$ cat src/rtl/qarma_round_engine.sv
// Iterative QARMAv2-64 round engine: N_ROUNDS forward or inverse rounds on one block,
// ROUNDS_PER_CYCLE rounds per clock, round constants read from an external ROM port.
module qarma_round_engine #(
  parameter int N_ROUNDS         = 7,
  parameter int ROUNDS_PER_CYCLE = 1,
  parameter int IDXW             = 3
) (
  input  logic                          clk,
  input  logic                          rst,
  input  logic                          in_valid,
  output logic                          in_ready,
  input  logic                          in_inv,
  input  logic [63:0]                   in_data,
  input  logic [63:0]                   in_tk,
  output logic [IDXW-1:0]               rc_idx,
  input  logic [64*ROUNDS_PER_CYCLE-1:0] rc_data,
  output logic                          out_valid,
  input  logic                          out_ready,
  output logic [63:0]                   out_data,
  output logic                          busy
);

  localparam int RPC = ROUNDS_PER_CYCLE;
  localparam int C   = N_ROUNDS / RPC;
  localparam int CW  = (C > 1) ? $clog2(C) : 1;
  // Cell i of the shuffle output takes cell TAU[i] of the input; cell 0 is the top nibble.
  localparam logic [63:0] TAU = 64'h0B6DA1C75E38F492;

  if (N_ROUNDS < 1 || (N_ROUNDS % RPC) != 0 || (1 << IDXW) < N_ROUNDS) begin : g_bad_params
    $error("qarma_round_engine: illegal N_ROUNDS/ROUNDS_PER_CYCLE/IDXW combination");
  end

  typedef enum logic [1:0] {
    S_IDLE = 2'd0,
    S_RUN  = 2'd1,
    S_DONE = 2'd2
  } state_e;

  function automatic logic [3:0] sbox(input logic [3:0] x);
    case (x)
      4'h0: sbox = 4'h4;  4'h1: sbox = 4'h7;  4'h2: sbox = 4'h9;  4'h3: sbox = 4'hB;
      4'h4: sbox = 4'hC;  4'h5: sbox = 4'h6;  4'h6: sbox = 4'hE;  4'h7: sbox = 4'hF;
      4'h8: sbox = 4'h0;  4'h9: sbox = 4'h5;  4'hA: sbox = 4'h1;  4'hB: sbox = 4'hD;
      4'hC: sbox = 4'h8;  4'hD: sbox = 4'h3;  4'hE: sbox = 4'h2;  4'hF: sbox = 4'hA;
      default: sbox = 4'h0;
    endcase
  endfunction

  function automatic logic [3:0] inv_sbox(input logic [3:0] x);
    case (x)
      4'h0: inv_sbox = 4'h8;  4'h1: inv_sbox = 4'hA;  4'h2: inv_sbox = 4'hE;  4'h3: inv_sbox = 4'hD;
      4'h4: inv_sbox = 4'h0;  4'h5: inv_sbox = 4'h9;  4'h6: inv_sbox = 4'h5;  4'h7: inv_sbox = 4'h1;
      4'h8: inv_sbox = 4'hC;  4'h9: inv_sbox = 4'h2;  4'hA: inv_sbox = 4'hF;  4'hB: inv_sbox = 4'h3;
      4'hC: inv_sbox = 4'h4;  4'hD: inv_sbox = 4'hB;  4'hE: inv_sbox = 4'h6;  4'hF: inv_sbox = 4'h7;
      default: inv_sbox = 4'h0;
    endcase
  endfunction

  function automatic logic [63:0] sub_cells(input logic [63:0] x, input logic inv);
    logic [63:0] y;
    y = 64'd0;
    for (int i = 0; i < 16; i++) begin
      if (inv) begin
        y[63-4*i -: 4] = inv_sbox(x[63-4*i -: 4]);
      end else begin
        y[63-4*i -: 4] = sbox(x[63-4*i -: 4]);
      end
    end
    return y;
  endfunction

  function automatic logic [63:0] shuffle_cells(input logic [63:0] x, input logic inv);
    logic [63:0] y;
    int          t;
    y = 64'd0;
    for (int i = 0; i < 16; i++) begin
      t = int'(TAU[63-4*i -: 4]);
      if (inv) begin
        y[63-4*t -: 4] = x[63-4*i -: 4];
      end else begin
        y[63-4*i -: 4] = x[63-4*t -: 4];
      end
    end
    return y;
  endfunction

  function automatic logic [3:0] rotl(input logic [3:0] v, input int s);
    logic [7:0] w;
    w = {v, v} << s;
    return w[7:4];
  endfunction

  // circ(0, rho, rho^2, rho) over each column; the matrix is its own inverse.
  function automatic logic [63:0] mix_columns(input logic [63:0] x);
    logic [63:0] y;
    logic [3:0]  acc;
    int          d;
    y = 64'd0;
    for (int c = 0; c < 4; c++) begin
      for (int r = 0; r < 4; r++) begin
        acc = 4'h0;
        for (int j = 0; j < 4; j++) begin
          d = (j - r) & 3;
          if (d == 2) begin
            acc = acc ^ rotl(x[63-4*(4*j+c) -: 4], 2);
          end else if (d != 0) begin
            acc = acc ^ rotl(x[63-4*(4*j+c) -: 4], 1);
          end else begin
            acc = acc;
          end
        end
        y[63-4*(4*r+c) -: 4] = acc;
      end
    end
    return y;
  endfunction

  function automatic logic [63:0] fwd_round(input logic [63:0] x, input logic [63:0] k);
    return sub_cells(mix_columns(shuffle_cells(x ^ k, 1'b0)), 1'b0);
  endfunction

  function automatic logic [63:0] inv_round(input logic [63:0] x, input logic [63:0] k);
    return shuffle_cells(mix_columns(sub_cells(x, 1'b1)), 1'b1) ^ k;
  endfunction

  state_e          state_q, state_d;
  logic [CW-1:0]   cnt_q, cnt_d;
  logic [63:0]     data_q, data_d;
  logic [63:0]     tk_q, tk_d;
  logic            inv_q, inv_d;
  logic [63:0]     res_q, res_d;
  logic [63:0]     round_s;

  // K unrolled rounds; inverse walks the lanes from the highest constant down.
  always_comb begin
    round_s = data_q;
    if (inv_q) begin
      for (int j = RPC - 1; j >= 0; j--) begin
        round_s = inv_round(round_s, tk_q ^ rc_data[64*j +: 64]);
      end
    end else begin
      for (int j = 0; j < RPC; j++) begin
        round_s = fwd_round(round_s, tk_q ^ rc_data[64*j +: 64]);
      end
    end
  end

  // Next-state, datapath loads and handshake outputs.
  always_comb begin
    state_d  = state_q;
    cnt_d    = cnt_q;
    data_d   = data_q;
    tk_d     = tk_q;
    inv_d    = inv_q;
    res_d    = res_q;
    in_ready = 1'b0;
    rc_idx   = {IDXW{1'b0}};
    case (state_q)
      S_IDLE: begin
        in_ready = 1'b1;
        if (in_valid) begin
          data_d  = in_data;
          tk_d    = in_tk;
          inv_d   = in_inv;
          cnt_d   = {CW{1'b0}};
          state_d = S_RUN;
        end else begin
          state_d = S_IDLE;
        end
      end
      S_RUN: begin
        if (inv_q) begin
          rc_idx = IDXW'(N_ROUNDS - RPC) - IDXW'(cnt_q) * IDXW'(RPC);
        end else begin
          rc_idx = IDXW'(cnt_q) * IDXW'(RPC);
        end
        data_d = round_s;
        if (cnt_q == CW'(C - 1)) begin
          res_d   = round_s;
          state_d = S_DONE;
        end else begin
          cnt_d = cnt_q + CW'(1);
        end
      end
      S_DONE: begin
        in_ready = out_ready;
        if (out_ready && in_valid) begin
          data_d  = in_data;
          tk_d    = in_tk;
          inv_d   = in_inv;
          cnt_d   = {CW{1'b0}};
          state_d = S_RUN;
        end else if (out_ready) begin
          state_d = S_IDLE;
        end else begin
          state_d = S_DONE;
        end
      end
      default: begin
        state_d = S_IDLE;
      end
    endcase
  end

  // State and datapath registers.
  always_ff @(posedge clk or posedge rst) begin
    if (rst) begin
      state_q <= S_IDLE;
      cnt_q   <= {CW{1'b0}};
      data_q  <= 64'd0;
      tk_q    <= 64'd0;
      inv_q   <= 1'b0;
      res_q   <= 64'd0;
    end else begin
      state_q <= state_d;
      cnt_q   <= cnt_d;
      data_q  <= data_d;
      tk_q    <= tk_d;
      inv_q   <= inv_d;
      res_q   <= res_d;
    end
  end

  assign out_valid = (state_q == S_DONE);
  assign busy      = (state_q != S_IDLE);
  assign out_data  = res_q;

endmodule

$ cat config.mk
export PLATFORM = sky130hd
export DESIGN_NAME = qarma_round_engine
export DESIGN_NICKNAME = d
export VERILOG_FILES = /design/src/rtl/qarma_round_engine.sv
export SDC_FILE = /design/constraint.sdc
export NUM_CORES = 1
export LEC_CHECK = 0
export ABC_AREA = 1
export CORE_UTILIZATION = 57
export DETAILED_ROUTE_END_ITERATION = 10
export HOLD_SLACK_MARGIN = 0.08
export PLACE_DENSITY_LB_ADDON = 0.2
export SLEW_MARGIN = 10
export SYNTH_ARGS = -nofsm -noshare
export SYNTH_HDL_FRONTEND = slang
export SYNTH_SLANG_ARGS = --single-unit
$ cat constraint.sdc
create_clock -name clk -period 8.6 [get_ports clk]
set_input_delay 2.15 -clock clk [delete_from_list [all_inputs] [get_ports clk]]
set_output_delay 2.15 -clock clk [all_outputs]
set_load 0.005 [all_outputs]
Word level (Yosys, flattened, before mapping):

Memory sizes are Yosys's and may differ from the RTL's.
Index checks and enable logic that the tools add are counted.

* input port bits: 197
* bits in writable memories: 0
* flip-flop bits (word level): 198
* logic and storage cells: 267
* output and inout port bits: 70
* latch bits: 0
* memories: 32
* bits in read-only memories: 2048

Memory list
* (no name shown): depth 16, width 4, read ports 1, clocked after Yosys merged registers in 0, write ports 0, RTL line 50 `case (x)`
* (no name shown): depth 16, width 4, read ports 1, clocked after Yosys merged registers in 0, write ports 0, RTL line 50
* (no name shown): depth 16, width 4, read ports 1, clocked after Yosys merged registers in 0, write ports 0, RTL line 50
* (no name shown): depth 16, width 4, read ports 1, clocked after Yosys merged registers in 0, write ports 0, RTL line 50
* (no name shown): depth 16, width 4, read ports 1, clocked after Yosys merged registers in 0, write ports 0, RTL line 50
* (no name shown): depth 16, width 4, read ports 1, clocked after Yosys merged registers in 0, write ports 0, RTL line 50
* 26 more memories

* reduce and logical (&&, ||, !) cells: 9
* shift-type cells: 0
* magnitude comparators: 0
* equality and inequality tests: 7
* muxes and demuxes: 136
* div/mod/pow operators: 0
* $add $sub $neg: 2
* multipliers: 0
* bitwise logic cells: 75

Operator list (number)
* two-way mux 4 bit: 114
* two-way mux 64 bit: 5
* bitwise XOR 4 bit: 72
* one-hot mux 64 bit (3 select lines): 1
* bitwise XOR 64 bit: 3
* one-hot mux 64 bit (2 select lines): 1
* two-way mux 3 bit: 5
* one-hot mux 3 bit (3 select lines): 1
* two-way mux 2 bit: 3
* inequality test 2 bit (second input constant): 3
* one-hot mux 2 bit (3 select lines): 1
* AND reduction 3 bit: 2
* one-hot mux 1 bit (2 select lines): 2
* AND reduction 4 bit: 1
* nonzero test 2 bit: 2
* adder 3 x 1 -> 3 bit (second input constant): 1
* equality test 3 bit (second input constant): 1
* two-way mux 1 bit: 3
* nonzero test 3 bit: 1
* subtractor 3 bit (first input constant): 1
* equality test 2 x 1 -> 1 bit (second input constant): 1
* equality test 2 bit (second input constant): 1
* logical NOT 2 bit: 1
* inequality test 2 x 1 -> 1 bit (second input constant): 1
* 2 further kinds: 2

Logic depth before layout (Yosys ltp):

Gate-level depths: netlist (run 1).
An unclocked memory read counts as a cell.

* depth in word-level cells: 12
* gate-level depth with buffers: 21
* depth with buffers taken out: 21

Least setup slack after synthesis (run 1):

Ideal clock, no wire load.

* kind: input to output
* start point: in out_ready
* end point: out in_ready
* stages on the path: 2
* arrival: 2.360 ns
* buffers on the path: 0
* setup slack: 4.090 ns
* data required time: 6.450 ns
* cells stage by stage: inv_1 -> a21oi_1

* longest elaborated chain between the ends: 1

RTL lines
* start: declaration: RTL line 18 `input logic out_ready,`
* one-hot mux 1 bit (2 select lines): RTL line 158 `case (state_q)`
* end: declaration: RTL line 11 `output logic in_ready,`

Every way passes these cells.

Worst setup path after layout (run 1):

Same ends and word-level chain as after synthesis.

==> summary.md, run 1 <==
| Metric | Value |
|---|---|
| Antenna violations before repair | `0` |
| Diode insertion count for antenna repair | `0` |
| Via count normalized by instance count | `5.68` |
| Crit share post-route | `0.660` |
| Number of distinct library cell variants in the gate-level netlist after synthesis | `44` |
| Root cell of the clock tree | `sky130_fd_sc_hd__clkbuf_16` |
| Sequential element share of the synthesized area | `0.261` |
| Bufs on Longest Clock Path | `2` |
| Half-perimeter wire length after detailed placement | `~52 mm` |
| RSZ-0062 raised after global routing | `no` |
| Capturing instance or port of the critical path | `in_ready` |
| Total Die Area | `approximately 34000 sq um` |
| CTS tree | `yes` |
| Wire length of the first global-routing pass | `between 100 and 150 mm` |
| Global-route usage over all layers | `0.399` |
| H-Tree Level Count | `4` |
| Number of nets still failing antenna checks after routing | `0` |
| Start point of the critical path | `out_ready` |
| Setup bufs post-CTS | `0` |
| Post-Synthesis Cells | `3092` |
| Initial Util | `0.581` |
| Source-to-sink clock delay at the later pin of the worst-skew pair | `0.47 ns` |
| Via count of the first global-routing pass | `20100` |
| Worst slew margin relative to its limit | `0.348` |
| Basic-gate share of the synthesized area counting and, or, nand and nor cells | `0.402` |
| Buffers on Ports | `~270` |
| Inserted Clock Buffers | `17` |
| Post-route DRC violation count | `0` |
| Post-synthesis cell area | `19000 sq um` |
| Post-Place Cells | `~3700` |
| Crit end category | `output port` |
| Complex-gate fraction of the synthesized area | `0.104` |
| Floorplan die height | `185 um` |
| Standard-cell row count | `66` |
| R2R cell count | `9` |
| Startpoint of the worst register-to-register path | `state_q[0]` |
| Number of failing hold endpoints at the final stage | `0` |
| Final slew viol count | `0` |
| Worst-path clk slew | `0.08 ns` |
| Routed wire length | `~68 mm` |
| Number of synthesis warnings | `0` |
| Layout Utilization | `0.695` |
| Most common flop cell mapped by yosys | `sky130_fd_sc_hd__dfrtp_1` |
| CP Launch Type | `input pin` |
| Number of placed I/O pins | `about 270` |
| Worst Skew | `about 0.016 ns` |
| Post-synthesis share of cell area spent on full adders, half adders and majority gates | `0.0770` |
| Routed via count | `21500` |
| Most common library cell in the layout ignoring fill and taps | `sky130_fd_sc_hd__nand2_1` |
| Top post-synthesis cells by area | `sky130_fd_sc_hd__dfrtp_1 (26%), sky130_fd_sc_hd__nand2_1 (25%), sky130_fd_sc_hd__nand3_1 (8.4%), sky130_fd_sc_hd__ha_1 (7.7%), sky130_fd_sc_hd__nor2_1 (5.4%)` |
| Aggregate negative setup slack | `0 ns` |
| Area growth, synth to finish | `19.6%` |
| Timing-limited maximum frequency | `approximately 180 MHz` |
| Final setup violation count | `0` |
| End of the worst register-to-register path | `out_data[12]` |
| Critical path arrival | `between 3 and 4 ns` |
| Overall die width | `185 um` |
| Grt ovf | `0` |
| Initial DRC count | `2309` |
| Global placement routability congestion | `1.04` |
| Run status | `finished clean` |
| Post-Synthesis Net Count | `between 3000 and 4000` |
| Number of instances resized during post-cts repair | `0` |
| Async set-or-reset flop fraction in the synthesized netlist | `1.00` |
| Critical path class | `input pin to output port` |
| Min Clock Period, post-route | `5.68 ns` |
| Area leader, netlist | `sky130_fd_sc_hd__dfrtp_1` |
| Max-capacitance violation count | `0` |
| Setup slack of the most critical reg-to-reg path | `between 5 and 6 ns` |
| CTS Hold Buffers Added | `0` |
| Dominant combinational cell family by area after synthesis | `simple AND/OR/NAND/NOR gates` |
| Pin count of the biggest net entering global routing | `76` |
| Required time at the worst-slack endpoint | `6.45 ns` |
| First-pass DRT Iterations | `8` |
| Post-synth EDFFs | `0` |
| Tightest Hold Check Type | `register to register` |
| Share of final-layout standard cells stronger than drive strength 1 | `0.0402` |
| Yosys top cell area share | `0.261` |
| Syn_area_per_cell | `6.14 sq um` |
| WL/cell | `about 18 um` |
| Most frequent cells in the layout | `sky130_fd_sc_hd__nand2_1 (1252), sky130_fd_sc_hd__nand3_1 (318), sky130_fd_sc_hd__nor2_1 (270)` |
| Count of placed standard cells in the final layout, fillers left out | `approximately 3800` |
| Critical path peak fanout | `3` |
| Measured slew at the worst slew-check pin | `0.976 ns` |
| Xor/xnor cell area share of the yosys netlist | `0.0786` |
| Post-synthesis sequential element count | `198` |
| Number of nets in the finished design | `3635` |
| Count of clock tree sinks | `roughly 200` |
| Multiplexer fraction of the synthesized cell area | `0.00652` |
| Core area | `32700 sq um` |
## cell type report
class	count	area, sq um
clock buffers	22	484
repair buffers	278	2750
multi-input cells	2542	12700
fillers	2786	9990
inverters	284	1070
flip-flops and latches	198	4950
well taps	442	553
clock inverters	9	160
## per-layer routing
metal | up-vias | GRT usage | wire, um
met5 | - | 0 | 0
met4 | 0 | 0.214 | 3550
met3 | 180 | 0.0773 | 6280
met2 | 1129 | 0.642 | 30400
met1 | 9864 | 0.505 | 27500
li1 | 10300 | - | -
## cell families (layout without fill, tap and decap cells)
| kind of cell | after synthesis | after routing |
|---|---|---|
| AOI/OAI and AO/OA | 354 | 354 |
| xor gates and xnor gates | 167 | 167 |
| and+or+nand+nor | 1893 | 1893 |
| buffers and inverters | 352 | 593 |
| muxes | 11 | 11 |
| DFF | 198 | 198 |
| adders and majority gates | 117 | 117 |
## Yosys cell counts, drive strengths merged, types with 5 or more instances
master,n
o211ai,17
inv,283
or2,14
nand3b,7
a21oi,129
nand3,318
clkbuf,50
a31oi,42
o31ai,5
buf,18
mux2,11
nand4,6
nand2,1272
o22ai,7
ha,117
xor2,102
dfrtp,198
xnor2,65
nor2,272
o21ai,148
## worst min-delay path by stage
stage / slack [ns] / start / cells past startpoint / end
2_1_floorplan: 0.47 / out_data[60] / 2 / out_data[60]
3_3_place_gp: 0.47 / out_data[57] / 2 / out_data[57]
3_5_place_dp: 0.47 / out_data[59] / 2 / out_data[59]
4_1_cts: 0.48 / out_data[59] / 2 / out_data[59]
5_1_grt: 0.51 / out_data[8] / 2 / out_data[8]
6_report: 0.49 / out_data[59] / 2 / out_data[59]
## metrics by stage
| stage | instance area (sq um) | worst slack (ns) | hold slack (ns) |
|---|---|---|---|
| after floorplan | 19000 | 1.05 | 0.472 |
| after global placement | 22100 | 2.98 | 0.466 |
| after detailed placement | 22100 | 2.93 | 0.467 |
| after CTS | 22700 | 2.92 | 0.485 |
| after global routing | 22700 | 2.87 | 0.508 |
| final | 22700 | 2.92 | 0.485 |
## registers in the layout, summed over array words and instances (netlist names)
register and flops:
tk_q 64, out_data 64, inv_q 1, cnt_q 3, data_q 64, state_q 2
## worst max-delay path, cell delays in order
cell                              delay [ns]
sky130_fd_sc_hd__clkdlybuf4s50_1        0.45
sky130_fd_sc_hd__inv_1                  0.06
sky130_fd_sc_hd__a21oi_1                0.29
sky130_fd_sc_hd__clkdlybuf4s50_1        0.58
Power of run 1 is not shown: default switching activity piles up to over one toggle a cycle in this logic, so the estimate is an artifact.
==> inputs of run 2 (changes only) <==
==> constraint.sdc (replaced) <==
create_clock -name clk -period 5.3 [get_ports clk]
set_input_delay 1.325 -clock clk [delete_from_list [all_inputs] [get_ports clk]]
set_output_delay 1.325 -clock clk [all_outputs]
set_load 0.005 [all_outputs]
==> summary.md, run 2 (synthesis results as in run 1) <==
| Metric | Value |
|---|---|
| Run status | `finished clean` |
| Routed via count | `22000` |
| Grt ovf | `0` |
| Required time at the worst-slack endpoint | `around 4.0 ns` |
| Post-route DRC violation count | `0` |
| Launch instance of the worst min-delay path | `out_data[32]` |
| End of the worst register-to-register path | `data_q[14]` |
| Global-route usage over all layers | `0.412` |
| CTS tree | `yes` |
| Via count of the first global-routing pass | `just over 20000` |
| CP Launch Type | `input pin` |
| Min Clock Period, post-route | `about 4 ns` |
| Critical path peak fanout | `3` |
| Cell depth of the worst min-delay path | `2` |
| Start point of the critical path | `out_ready` |
| Number of placed I/O pins | `around 270` |
| Critical path arrival | `between 2 and 3 ns` |
| R2R cell count | `9` |
| Half-perimeter wire length after detailed placement | `between 50 and 60 mm` |
| Startpoint of the worst register-to-register path | `data_q[52]` |
| Global placement routability congestion | `approximately 1` |
| First-pass DRT Iterations | `8` |
| Capture endpoint of the worst hold path | `out_data[32]` |
| Antenna violations before repair | `1` |
| Setup bufs post-CTS | `0` |
| Minimum setup slack in the final design | `about 1.3 ns` |
| Routed wire length | `about 70 mm` |
| Core area | `32700 sq um` |
| WL/cell | `around 18 um` |
| Number of nets in the finished design | `~3600` |
| List of cells traversed by the critical path | `clkdlybuf4s50_1 -> inv_1 -> a21oi_1 -> clkdlybuf4s50_1` |
| Longest individual stage delay on the worst path | `0.56 ns` |
| Critical path's top delay family | `buffers and inverters` |
| CTS Hold Buffers Added | `0` |
| Most common library cell in the layout ignoring fill and taps | `sky130_fd_sc_hd__nand2_1` |
| Cell repeated most along the worst path | `sky130_fd_sc_hd__clkdlybuf4s50_1` |
| Count of clock tree sinks | `around 200` |
| Worst-path clk slew | `approximately 0.07 ns` |
| Final setup violation count | `0` |
| Number of nets still failing antenna checks after routing | `0` |
| Inserted Clock Buffers | `17` |
| Measured slew at the worst slew-check pin | `~1.1 ns` |
| Critical path class | `input pin to output port` |
| Reg area | `approximately 5000 sq um` |
| Initial DRC count | `approximately 2200` |
| RSZ-0062 raised after global routing | `no` |
| # fillers | `about 2700` |
| Total Die Area | `34100 sq um` |
| Max-capacitance violation count | `0` |
| CP max-delay cell | `sky130_fd_sc_hd__clkdlybuf4s50_1` |
| Aggregate negative setup slack | `0 ns` |
| Worst Skew | `0.0112 ns` |
| Crit end category | `output port` |
| Number of instances resized during post-cts repair | `0` |
| Area taken by multi-input logic gates | `12700 sq um` |
| Most frequent cells in the layout | `sky130_fd_sc_hd__nand2_1 (1252), sky130_fd_sc_hd__nand3_1 (318), sky130_fd_sc_hd__nor2_1 (270)` |
| Root cell of the clock tree | `sky130_fd_sc_hd__clkbuf_16` |
| Worst slew margin relative to its limit | `0.237` |
| Bufs on Longest Clock Path | `2` |
| Diode insertion count for antenna repair | `0` |
| Timing-limited maximum frequency | `approximately 250 MHz` |
| Area growth, synth to finish | `20.0%` |
| Worst Path Buf+Inv | `3` |
| Pin count of the biggest net entering global routing | `90` |
| Tightest Hold Check Type | `register to register` |
| H-Tree Level Count | `4` |
| Crit share post-route | `0.751` |
| Via count normalized by instance count | `about 5.8` |
| Floorplan die height | `approximately 180 um` |
| Worst setup slack before clock tree synthesis | `between 1 and 1.5 ns` |
| Source-to-sink clock delay at the later pin of the worst-skew pair | `about 0.47 ns` |
| Overall die width | `between 150 and 200 um` |
| Buffers on Ports | `266` |
| Initial Util | `0.581` |
| Wire length of the first global-routing pass | `about 110 mm` |
| Setup slack of the most critical reg-to-reg path | `between 2 and 2.5 ns` |
| Final slew viol count | `0` |
| Share of final-layout standard cells stronger than drive strength 1 | `0.0417` |
| Standard-cell row count | `66` |
| Number of failing hold endpoints at the final stage | `0` |
## run 2: cell count changes in the layout (fill, tap and decap cells not counted)
| cell | before | now |
|---|---|---|
| sky130_fd_sc_hd__clkinvlp_4 | 0 | 2 |
| sky130_fd_sc_hd__clkinv_4 | 0 | 1 |
| sky130_fd_sc_hd__buf_12 | 0 | 4 |
| sky130_fd_sc_hd__buf_4 | 12 | 11 |
| sky130_fd_sc_hd__bufinv_16 | 4 | 5 |
| sky130_fd_sc_hd__clkbuf_1 | 1 | 0 |
| sky130_fd_sc_hd__clkbuf_8 | 4 | 1 |
| sky130_fd_sc_hd__clkinv_2 | 1 | 3 |
| sky130_fd_sc_hd__inv_6 | 4 | 3 |
## run 2: per-layer routing
metal  wire (um)  vias up  global-route usage
li1            -    10300                   -
met1       27600    10100               0.516
met3        6680      266              0.0741
met5          13        -                   0
met4        4020        2               0.249
met2       31400     1293               0.661
## run 2: layout make-up
class	instances	area share
clock buffers	18	0.0193
clock inverters	14	0.00960
inverters	284	0.0469
multi-input cells	2542	0.559
flip-flops and latches	198	0.217
well taps	442	0.0243
repair buffers	281	0.124
## run 2: how the worst max path moves through the flow
| stage | end | slack [ns] | cells after the start |
|---|---|---|---|
| floorplan | cnt_q[0] | 1.41 | 1 |
| global placement | in_ready | 1.31 | 4 |
| detailed placement | in_ready | 1.33 | 4 |
| CTS | in_ready | 1.31 | 4 |
| global route | in_ready | 1.27 | 4 |
| finish | in_ready | 1.32 | 4 |
## run 2: worst register-to-register path, stage by stage (launching register included)
cell and delay (ns):
sky130_fd_sc_hd__dfrtp_1 0.52, sky130_fd_sc_hd__inv_1 0.20, sky130_fd_sc_hd__ha_1 0.33, sky130_fd_sc_hd__a31oi_1 0.61
sky130_fd_sc_hd__xor2_1 0.48, sky130_fd_sc_hd__xnor2_1 0.16, sky130_fd_sc_hd__nand2_1 0.11, sky130_fd_sc_hd__nand3_1 0.11
sky130_fd_sc_hd__nand2_1 0.17, sky130_fd_sc_hd__nand2_1 0.07
## run 2: through the flow
stage	instances	hold slack [ns]	util	cell area, sq um
global route	3779	0.518	0.697	22800
global placement	3747	0.465	0.677	22100
floorplan	3092	0.472	-	19000
finish	3779	0.487	0.697	22800
detailed placement	3747	0.464	0.677	22100
CTS	3779	0.492	0.697	22800
Power of run 2 is left out for the same reason.
